### src/rtl/ddr2_wr_splitter_pkg.sv
// Shared constants and types for the DDR2 write splitter.
// Latency: n/a (declarations only).
// Backpressure: n/a.
package ddr2_wr_splitter_pkg;

  // Default DDR2 geometry for the top-level parameters.
  localparam int DDR2_BA_BITS  = 2;
  localparam int DDR2_ROW_BITS = 14;
  localparam int DDR2_COL_BITS = 10;
  localparam int DDR2_DQ_BITS  = 16;

  // One beat carries two DDR columns.
  localparam int DDR2_BEATS_PER_ROW = 2 ** (DDR2_COL_BITS - 1);

  typedef enum logic [2:0] {
    ST_IDLE,
    ST_ISSUE,
    ST_DATA,
    ST_WAITB,
    ST_RESP
  } state_t;

  function automatic logic [15:0] min3(input logic [15:0] a,
                                       input logic [15:0] b,
                                       input logic [15:0] c);
    logic [15:0] m;
    m = (a < b) ? a : b;
    return (m < c) ? m : c;
  endfunction

endpackage

### src/rtl/ddr2_wr_splitter_fifo.sv
// Synchronous first-word-fall-through FIFO for write data.
// Latency: push visible at dout/!empty one cycle later.
// Backpressure: push ignored when full, pop ignored when empty.
// Ports: clk/rst_n, push+din, pop, dout (head), full, empty, count.
module ddr2_sync_fifo #(
  parameter int WIDTH = 32,
  parameter int DEPTH = 32
) (
  input  logic                     clk,
  input  logic                     rst_n,
  input  logic                     push,
  input  logic [WIDTH-1:0]         din,
  input  logic                     pop,
  output logic [WIDTH-1:0]         dout,
  output logic                     full,
  output logic                     empty,
  output logic [$clog2(DEPTH):0]   count
);
  localparam int PW = $clog2(DEPTH);

  logic [WIDTH-1:0] mem [DEPTH];
  logic [PW-1:0]    wr_ptr_q, rd_ptr_q;
  logic [PW:0]      cnt_q;
  logic             do_push, do_pop;

  assign full    = (cnt_q == (PW+1)'(DEPTH));
  assign empty   = (cnt_q == '0);
  assign count   = cnt_q;
  assign do_push = push & ~full;
  assign do_pop  = pop & ~empty;
  assign dout    = mem[rd_ptr_q];

  always_ff @(posedge clk) begin
    if (do_push) mem[wr_ptr_q] <= din;
  end

  always_ff @(posedge clk or negedge rst_n) begin
    if (!rst_n) begin
      wr_ptr_q <= '0;
      rd_ptr_q <= '0;
      cnt_q    <= '0;
    end else begin
      if (do_push) wr_ptr_q <= wr_ptr_q + PW'(1);
      if (do_pop)  rd_ptr_q <= rd_ptr_q + PW'(1);
      // Simultaneous push and pop leave the count unchanged.
      case ({do_push, do_pop})
        2'b10:   cnt_q <= cnt_q + (PW+1)'(1);
        2'b01:   cnt_q <= cnt_q - (PW+1)'(1);
        default: cnt_q <= cnt_q;
      endcase
    end
  end

endmodule

### src/rtl/ddr2_wr_splitter.sv
// Splits user write bursts into row-safe, length-capped sub-bursts for ddr2_ctrl.
// Latency: AW accept -> m_awvalid 1 cycle; last m_bvalid -> s_bvalid 1 cycle; data FWFT 1 cycle.
// Backpressure: s_wready drops on FIFO full / burst complete; FSM holds on m_awready, m_wready, FIFO empty.
// Ports: s_aw*/s_w*/s_b* user slave side, m_aw*/m_w*/m_b* controller master side, init_end gates new bursts.
module ddr2_wr_splitter
  import ddr2_wr_splitter_pkg::*;
#(
  parameter int BA_BITS    = DDR2_BA_BITS,
  parameter int ROW_BITS   = DDR2_ROW_BITS,
  parameter int COL_BITS   = DDR2_COL_BITS,
  parameter int DATA_W     = DDR2_DQ_BITS * 2,
  parameter int MAX_BEATS  = 16,
  parameter int FIFO_DEPTH = 32
) (
  input  logic                                 clk,
  input  logic                                 rst_n,
  input  logic                                 init_end,
  input  logic                                 s_awvalid,
  output logic                                 s_awready,
  input  logic [BA_BITS+ROW_BITS+COL_BITS-1:0] s_awaddr,
  input  logic [7:0]                           s_awlen,
  input  logic                                 s_wvalid,
  output logic                                 s_wready,
  input  logic [DATA_W-1:0]                    s_wdata,
  input  logic                                 s_wlast,
  output logic                                 s_bvalid,
  input  logic                                 s_bready,
  output logic                                 m_awvalid,
  input  logic                                 m_awready,
  output logic [BA_BITS+ROW_BITS+COL_BITS-1:0] m_awaddr,
  output logic [7:0]                           m_awlen,
  output logic                                 m_wvalid,
  input  logic                                 m_wready,
  output logic [DATA_W-1:0]                    m_wdata,
  output logic                                 m_wlast,
  input  logic                                 m_bvalid,
  output logic                                 m_bready
);
  localparam int AW    = BA_BITS + ROW_BITS + COL_BITS;
  localparam int CW    = COL_BITS + 1;
  localparam int CNT_W = $clog2(FIFO_DEPTH) + 1;

  state_t              state_q, state_d;
  logic [BA_BITS-1:0]  ba_q, ba_d;
  logic [ROW_BITS-1:0] row_q, row_d;
  logic [COL_BITS-1:0] col_q, col_d;
  logic [8:0]          rem_q, rem_d, total_q, total_d, wr_cnt_q, wr_cnt_d;
  logic [7:0]          len_q, len_d, beat_cnt_q, beat_cnt_d;
  logic                awready_q, awready_d;

  logic                aw_hs, fifo_push, fifo_pop, fifo_full, fifo_empty;
  logic [DATA_W-1:0]   fifo_dout;
  logic [CNT_W-1:0]    fifo_cnt;
  logic [CW-1:0]       col_sum;
  logic [ROW_BITS:0]   row_inc;
  logic [8:0]          rem_new;
  logic [COL_BITS-1:0] col_new;
  logic                unused_in;

  // Beats until end of row, capped by remaining beats and MAX_BEATS.
  function automatic logic [7:0] calc_len(input logic [8:0] rem,
                                          input logic [COL_BITS-1:0] col);
    logic [CW-1:0] row_left;
    row_left = ({1'b1, {COL_BITS{1'b0}}} - {1'b0, col}) >> 1;
    return 8'(min3(16'(rem), 16'(row_left), 16'(MAX_BEATS)));
  endfunction

  // init_end gates the registered ready so a falling init_end blocks new bursts at once.
  assign s_awready = awready_q & init_end;
  assign aw_hs     = s_awvalid & s_awready;
  assign s_wready  = (state_q != ST_IDLE) & ~fifo_full & (wr_cnt_q < total_q);
  assign s_bvalid  = (state_q == ST_RESP);
  assign fifo_push = s_wvalid & s_wready;

  assign m_awvalid = (state_q == ST_ISSUE);
  assign m_awaddr  = m_awvalid ? {ba_q, row_q, col_q} : '0;
  assign m_awlen   = m_awvalid ? (len_q - 8'd1) : '0;
  assign m_wvalid  = (state_q == ST_DATA) & ~fifo_empty;
  assign m_wdata   = m_wvalid ? fifo_dout : '0;
  assign m_wlast   = m_wvalid & (beat_cnt_q == len_q - 8'd1);
  assign m_bready  = 1'b1;
  assign fifo_pop  = m_wvalid & m_wready;

  // User wlast is not trusted; the accepted-beat count ends the burst.
  assign unused_in = s_wlast ^ (^fifo_cnt);

  assign col_sum = {1'b0, col_q} + CW'({len_q, 1'b0});
  assign row_inc = {1'b0, row_q} + (ROW_BITS+1)'(1);
  assign rem_new = {1'b0, s_awlen} + 9'd1;
  assign col_new = s_awaddr[COL_BITS-1:0] & ~COL_BITS'(3);

  ddr2_sync_fifo #(.WIDTH(DATA_W), .DEPTH(FIFO_DEPTH)) u_fifo (
    .clk   (clk),
    .rst_n (rst_n),
    .push  (fifo_push),
    .din   (s_wdata),
    .pop   (fifo_pop),
    .dout  (fifo_dout),
    .full  (fifo_full),
    .empty (fifo_empty),
    .count (fifo_cnt)
  );

  always_comb begin
    state_d    = state_q;
    ba_d       = ba_q;
    row_d      = row_q;
    col_d      = col_q;
    rem_d      = rem_q;
    len_d      = len_q;
    beat_cnt_d = beat_cnt_q;
    total_d    = total_q;
    wr_cnt_d   = fifo_push ? (wr_cnt_q + 9'd1) : wr_cnt_q;
    awready_d  = (state_q == ST_IDLE) & init_end & ~aw_hs;

    case (state_q)
      ST_IDLE: begin
        if (aw_hs) begin
          ba_d     = s_awaddr[AW-1 -: BA_BITS];
          row_d    = s_awaddr[COL_BITS +: ROW_BITS];
          col_d    = col_new;
          rem_d    = rem_new;
          total_d  = rem_new;
          wr_cnt_d = '0;
          len_d    = calc_len(rem_new, col_new);
          state_d  = ST_ISSUE;
        end
      end
      ST_ISSUE: begin
        if (m_awready) begin
          beat_cnt_d = '0;
          state_d    = ST_DATA;
        end
      end
      ST_DATA: begin
        if (fifo_pop) begin
          beat_cnt_d = beat_cnt_q + 8'd1;
          if (beat_cnt_q == len_q - 8'd1) state_d = ST_WAITB;
        end
      end
      ST_WAITB: begin
        if (m_bvalid) begin
          rem_d = rem_q - {1'b0, len_q};
          col_d = col_sum[COL_BITS-1:0];
          // Sub-bursts never pass the row end, so a carry means col wrapped to 0.
          if (col_sum[COL_BITS]) begin
            row_d = row_inc[ROW_BITS-1:0];
            if (row_inc[ROW_BITS]) ba_d = ba_q + BA_BITS'(1);
          end
          len_d   = calc_len(rem_d, col_d);
          state_d = (rem_d != '0) ? ST_ISSUE : ST_RESP;
        end
      end
      ST_RESP: begin
        if (s_bready) state_d = ST_IDLE;
      end
      default: state_d = ST_IDLE;
    endcase
  end

  always_ff @(posedge clk or negedge rst_n) begin
    if (!rst_n) begin
      state_q    <= ST_IDLE;
      ba_q       <= '0;
      row_q      <= '0;
      col_q      <= '0;
      rem_q      <= '0;
      len_q      <= '0;
      beat_cnt_q <= '0;
      total_q    <= '0;
      wr_cnt_q   <= '0;
      awready_q  <= 1'b0;
    end else begin
      state_q    <= state_d;
      ba_q       <= ba_d;
      row_q      <= row_d;
      col_q      <= col_d;
      rem_q      <= rem_d;
      len_q      <= len_d;
      beat_cnt_q <= beat_cnt_d;
      total_q    <= total_d;
      wr_cnt_q   <= wr_cnt_d;
      awready_q  <= awready_d;
    end
  end

endmodule
### config.mk
export PLATFORM = sky130hd
export DESIGN_NAME = ddr2_wr_splitter
export DESIGN_NICKNAME = d
export VERILOG_FILES = /design/src/rtl/ddr2_wr_splitter_pkg.sv /design/src/rtl/ddr2_wr_splitter_fifo.sv /design/src/rtl/ddr2_wr_splitter.sv
export SDC_FILE = /design/constraint.sdc
export NUM_CORES = 1
export LEC_CHECK = 0
export ABC_AREA = 1
export CORE_UTILIZATION = 45
export CTS_BUF_LIST = sky130_fd_sc_hd__clkbuf_8 sky130_fd_sc_hd__clkbuf_16
export DETAILED_ROUTE_END_ITERATION = 16
export PLACE_DENSITY = 0.63
export SKIP_LAST_GASP = 1
export SLEW_MARGIN = 20
export SYNTH_ARGS = -nofsm -noshare
export SYNTH_HDL_FRONTEND = slang
export SYNTH_SLANG_ARGS = --single-unit
### constraint.sdc
create_clock -name clk -period 3.99 [get_ports clk]
set_clock_uncertainty 0.1 [all_clocks]
set_input_delay 0.399 -clock clk [delete_from_list [all_inputs] [get_ports clk]]
set_output_delay 0.399 -clock clk [all_outputs]
set_load 0.03 [all_outputs]
==> impl_metrics.json, run 1 <==
{
  "timing.max_cap.violations": 0,
  "grt_overflow": 0,
  "place_hpwl_mm": 72.4,
  "cts_tree": "built",
  "antenna_found_initial": 3,
  "first_pass_iters": 5,
  "critical_path_arrival_ns": 3.31,
  "yosysWarningCount": 0,
  "relSlewSlack_pct": 29.2,
  "reg2reg_from": "len_q[0]",
  "ys_seq_area_share_pct": 69.7,
  "clock_path_buffers": 3,
  "cp_slowest_stage_delay_ns": 0.60,
  "internal_power_mw": 24.8,
  "muxShareOfSynthArea_pct": 1.84,
  "postSynthAreaPerCell_um2": 12.3,
  "totalWireLength_mm": 127,
  "grt_usage_pct": 23.4,
  "drc_errors": 0,
  "worst-path-buf-inv": 3,
  "syn-cell-area_um2": 47300,
  "grt_max_degree": 129,
  "crit_family": "compound AO/OA/AOI/OAI gates",
  "clk_pin_slew_worst_paths_ns": 0.06,
  "path_max_fanout": 44,
  "setup_tns_ns": 0,
  "num_rows": 118,
  "gp_congestion": 0.832,
  "synthToLayoutAreaGrowth_pct": 17.2,
  "end_kind": "primary output",
  "finalSetupViolCount": 0,
  "syn_nets": 3971,
  "cts-htree-levels": 3,
  "initial_core_util_pct": 45.5,
  "yosys.area_share.simple_pct": 11.5,
  "p_sw_mw": 15.1,
  "crit_type": "reg2out",
  "die_area_um2": 106000,
  "synth_compound_area_share_pct": 10.7,
  "fin_crit_sh_pct": 95.6,
  "synth_cell_types": 54,
  "cts_made_buffers": 113,
  "rsz0062_at_grt": "yes",
  "fmax_mhz": 262,
  "clkPwrFrac_pct": 26.7,
  "pwr-share-comb_pct": 38.4,
  "worstHoldStart": "s_wdata[0]",
  "dieWidth_um": 326,
  "cp_common_cell": "buf_12",
  "seq_power_share_pct": 34.9,
  "path_cells": "buf_12 > buf_12 > nor2_1 > o32ai_1 > o211ai_1 > nand3_1 > nand2_1 > a31oi_1 > buf_12",
  "grt_pass1_wl_mm": 188,
  "status": "finished clean",
  "port_buffers": 143,
  "ant_nets": 0,
  "wire_per_inst_um": 23.1,
  "period_needed_ns": 3.81,
  "drive_gt1_share_pct": 11.4,
  "clock-sinks": 1112,
  "hold_viol": 0,
  "synth_edf_count": 1024,
  "tightest_slew_ns": 1.06,
  "startpoint": "u_fifo.rd_ptr_q[0]",
  "synth_fa_ha_area_share_pct": 1.64,
  "p_leak_nw": 19.4,
  "ioPinCount": 149,
  "slowest_stage": "dfrtp_4",
  "ir_drop_uv": 411,
  "synth_top_family_by_area": "simple AND/OR/NAND/NOR gates",
  "vias": 31300,
  "slew_viol_final": 0,
  "grt_pass1_vias": 29700,
  "power_density_nw_per_um2": 721,
  "nFillCells": 8636,
  "root_buffer": "clkbuf_16",
  "crit_required_ns": 3.49,
  "synthArstFlopShare_pct": 7.91,
  "nets": 4147,
  "place_area_um2": 51500,
  "p_sw_share_pct": 37.9,
  "vias_per_cell": 5.71,
  "start_kind": "flip-flop",
  "worst_slack_ns": 0.176,
  "ys.flop_type": "edfxtp_1",
  "synth_xor_xnor_area_share_pct": 0.815,
  "synthCells": 3835,
  "hp-class": "in2reg",
  "insertion_delay_ns": 0.72,
  "final_cell_area_um2": 55400,
  "core_area_um2": 104000,
  "ys_ff_latch": 1112,
  "pre_cts_ws_ns": 0.288,
  "drt_iter0_markers": 3271,
  "die_h_um": 326
}
[through the flow]
step	hold WS [ns]	utilization [%]	std cells	power, mW
after floorplan	0.00341	-	3835	24.2
after global placement	0.375	49.7	5269	29.0
after detailed placement	0.384	49.6	5269	29.2
after CTS	0.0929	53.4	5485	40.0
after global routing	0.113	53.4	5486	42.1
final	0.110	53.4	5486	39.9
[what timing repair did]
action / CTS / global route
resized for setup: 5 / 9
hold buffers: 1 / 0
endpoints found under the setup margin: 27 / 13
gates cloned: 1 / 0
endpoints found under the hold margin: 48 / 0
setup buffers: 5 / 0
[power groups by stage]
| stage | Combinational (mW) | Clock, mW | Sequential (mW) |
|---|---|---|---|
| floorplan | 10.3 | 0 | 13.9 |
| global placement | 14.8 | 0 | 14.2 |
| detailed placement | 15.0 | 0 | 14.2 |
| CTS | 15.3 | 10.8 | 13.9 |
| global route | 16.8 | 11.3 | 14.0 |
| finish | 15.3 | 10.7 | 13.9 |
[registers in the layout, summed over array words and instances (netlist names), 6 cells and up]
signal and count:
beat_cnt_q 8, col_q 9, len_q 8, rem_q 9, row_q 14, total_q 9, u_fifo.count 6, u_fifo.mem 1024
wr_cnt_q 9
[metal layers]
metal	part of all wire, %	up-vias	global-route usage [%]	wire length [µm]
met4	2.2	2	6.72	2740
met3	6.8	171	2.95	8630
met1	43	15600	33.2	54700
met5	0.0087	-	0	11
li1	-	14400	-	-
met2	48	1138	37.9	60400
[Yosys cell counts, types with 35 or more instances]
| master | count | area, µm² |
|---|---|---|
| nand2_1 | 354 | 1330 |
| clkbuf_1 | 122 | 458 |
| a31oi_1 | 48 | 300 |
| nor2_1 | 749 | 2810 |
| xor2_1 | 35 | 307 |
| buf_2 | 68 | 340 |
| inv_1 | 181 | 679 |
| o21ai_0 | 349 | 1750 |
| o221ai_1 | 101 | 885 |
| edfxtp_1 | 1024 | 30700 |
| nand3_1 | 120 | 601 |
| mux2i_1 | 87 | 871 |
| a21oi_1 | 70 | 350 |
| ha_1 | 57 | 713 |
| dfrtp_1 | 88 | 2200 |
| o32ai_1 | 156 | 1370 |
[cell usage in the layout (no fill, tap or decap), drive strengths merged, types with 2 or more instances in the layout]
cell type / count
edfxtp: 1024
nor2: 756
nand2: 371
o21ai: 361
inv: 219
buf: 193
o32ai: 156
nand3: 126
clkbuf: 114
o221ai: 101
clkdlybuf4s50: 95
dfrtp: 88
mux2i: 87
a21oi: 75
ha: 57
clkinv: 54
a31oi: 48
nor3: 41
xor2: 35
o211ai: 26
nand4: 19
bufinv: 14
xnor2: 9
nand3b: 5
clkinvlp: 4
o22ai: 4
o31ai: 3
fa: 3
or2: 3
o21a: 2
nor4: 2
conb: 2
[cells by family after synthesis]
kind of cell               Yosys count
and+or+nand+nor                   1325
DFF                               1112
AOI/OAI and AO/OA                  780
buffers and inverters              425
muxes                               87
adders and majority gates           60
xor gates and xnor gates            44
other                                2
[path summary, 6_finish.rpt]
| check | endpoint | slack (ns) | depth (start not counted) |
|---|---|---|---|
| min in group asynchronous | wr_cnt_q[1] | 0.17 | 2 |
| max in group asynchronous | u_fifo.rd_ptr_q[4] | 2.74 | 3 |
| hold / removal | u_fifo.mem[11][0] | 0.11 | 1 |
| hold reg to reg | rem_q[4] | 0.40 | 2 |
| setup / recovery | m_wdata[0] | 0.18 | 9 |
| setup reg to reg | len_q[4] | 0.40 | 24 |
[final cells by class]
type                            instances  area (µm²)  area share (%)
Timing Repair inverter                  1        8.76          0.0158
Sequential cell                      1112       33000            59.5
Inverter                              195         751            1.36
Tap cell                             1380        1730            3.12
Clock buffer                          114        2840            5.13
Antenna cell                            1        2.50         0.00452
Clock inverter                         95         940            1.70
Multi-Input combinational cell       2298       12800            23.1
Timing Repair Buffer                  290        3330            6.01
Power figures use the tool's default switching activity.
==> run 2, diff against run 1 <==
Settings changed: CORE_MARGIN from default to 10, SKIP_CTS_REPAIR_TIMING from default to 1.
==> impl_metrics.json, run 2 (synthesized netlist as in run 1, its figures left out) <==
{
  "path_cells": "buf_12 > buf_12 > nor2_1 > o32ai_1 > nand2_1 > nand3_1 > nand2_1 > a31oi_1 > buf_12",
  "drt_iter0_markers": 3329,
  "reg_top3": "u_fifo.mem x1024, row_q x14",
  "status": "finished clean",
  "tightest_slew_ns": 1.13,
  "critical_path_arrival_ns": 3.40,
  "num_rows": 118,
  "port_buffers": 143,
  "relSlewSlack_pct": 24.6,
  "p_leak_nw": 19.2,
  "cp_common_cell": "buf_12",
  "finalSetupViolCount": 0,
  "top_register": "u_fifo.mem",
  "final_common_cell": "edfxtp_1",
  "period_needed_ns": 3.90,
  "die_h_um": 344,
  "crit_path_end": "m_wdata[18]",
  "die_area_um2": 118000,
  "slowest_stage": "dfrtp_4",
  "drc_errors": 0,
  "grt_max_degree": 135,
  "core_area_um2": 104000,
  "fmax_mhz": 256,
  "cts_made_buffers": 110,
  "root_buffer": "clkbuf_16",
  "hold_viol": 0,
  "reg2reg_slack_ns": 0.39,
  "first_pass_iters": 6,
  "cp_slowest_stage_delay_ns": 0.46,
  "hp-class": "in2reg",
  "totalWireLength_mm": 125,
  "crit_required_ns": 3.49,
  "wire_per_inst_um": 22.8,
  "vias": 31000,
  "r2r_cells": 21,
  "gp_congestion": 0.827,
  "reg2reg_from": "col_q[1]",
  "start_kind": "flip-flop",
  "antenna_found_initial": 4,
  "cts-htree-levels": 3,
  "clk_pin_slew_worst_paths_ns": 0.06,
  "grt_overflow": 0,
  "final_cells": 5471,
  "final_cell_mix": "edfxtp_1 (1024), nor2_1 (716), nand2_1 (354)",
  "ioPinCount": 149,
  "grt_pass1_wl_mm": 185,
  "rsz0062_at_grt": "yes",
  "clock_path_buffers": 3,
  "slew_viol_final": 0,
  "largest_reg_flops": 1024,
  "grt_pass1_vias": 29200,
  "power_density_nw_per_um2": 711,
  "crit_type": "reg2out",
  "synthToLayoutAreaGrowth_pct": 16.1,
  "cts_tree": "built",
  "initial_core_util_pct": 45.5,
  "dieWidth_um": 344,
  "clock-sinks": 1112,
  "drive_gt1_share_pct": 10.6,
  "timing.max_cap.violations": 0,
  "ir_drop_uv": 468,
  "vias_per_cell": 5.66,
  "insertion_delay_ns": 0.69,
  "ant_nets": 0,
  "place_area_um2": 51400,
  "grt_usage_pct": 20.5,
  "fin_crit_sh_pct": 97.8,
  "path_max_fanout": 88,
  "fin_util_pct": 52.8,
  "nets": 4129,
  "dpl.cell_count": 5258,
  "place_hpwl_mm": 71.9,
  "end_kind": "primary output",
  "r2r-end": "len_q[4]",
  "final_cell_area_um2": 54900,
  "startpoint": "u_fifo.rd_ptr_q[0]"
}
-- run 2: changes by cell type in the layout (fill, tap and decap cells not counted), moves of 3 or more --
cell and change:
buf_4 -6, clkinv_4 -4, clkinv_1 +10, bufinv_16 -7
clkinv_16 -4, nor3_1 +3, nor3_2 -3, buf_12 -9
-- run 2: through the flow --
stage / TNS [ns] / worst slack (ns) / power, mW / hold slack, ns
2_1_floorplan: -0.496 / -0.00221 / 24.2 / 0.00341
3_3_place_gp: 0 / 0.422 / 29.0 / 0.303
3_5_place_dp: 0 / 0.386 / 29.2 / 0.301
4_1_cts: -0.178 / -0.0814 / 39.1 / -0.451
5_1_grt: -0.210 / -0.0500 / 41.3 / 0.142
6_report: 0 / 0.0877 / 39.0 / 0.121
-- run 2: worst max-delay path, delay by kind of cell (launching register included) --
family,cells,cell delay [ns]
AOI/OAI and AO/OA,2,0.82
and+or+nand+nor,4,0.37
DFF,1,0.46
buffers and inverters,3,0.94
-- run 2: how the worst min path moves through the flow --
stage | from | depth (start not counted) | slack (ns) | to
after global routing | s_wdata[22] | 1 | 0.14 | u_fifo.mem[30][22]
final | s_wdata[4] | 1 | 0.12 | u_fifo.mem[8][4]
after global placement | rst_n | 1 | 0.30 | col_q[4]
after detailed placement | rst_n | 1 | 0.30 | col_q[4]
after floorplan | rst_n | 0 | 0.003 | awready_q
after CTS | rst_n | 1 | -0.45 | col_q[4]
-- run 2: power by group --
group	switching [mW]	total, mW	internal [mW]
sequential	0.477	13.9	13.4
combinational	9.99	15.2	5.20
clock	4.35	9.90	5.55
total	14.8	39.0	24.2
-- run 2: cell type report --
type	instances	area, µm²
multi-input cells	2298	12800
clock buffers	112	2800
flip-flops and latches	1112	33000
clock inverters	95	671
fillers	8655	49100
repair buffers	276	3150
well taps	1380	1730
diodes	3	7.51
inverters	195	741
-- run 2: metal layers --
metal  part of all wire [%]  track usage [%]  vias to the layer above
met5                      0                0                        -
met4                    2.8             6.92                        0
met3                    6.8             3.41                      179
met2                     47             33.0                     1042
met1                     43             28.2                    15400
li1                       -                -                    14400
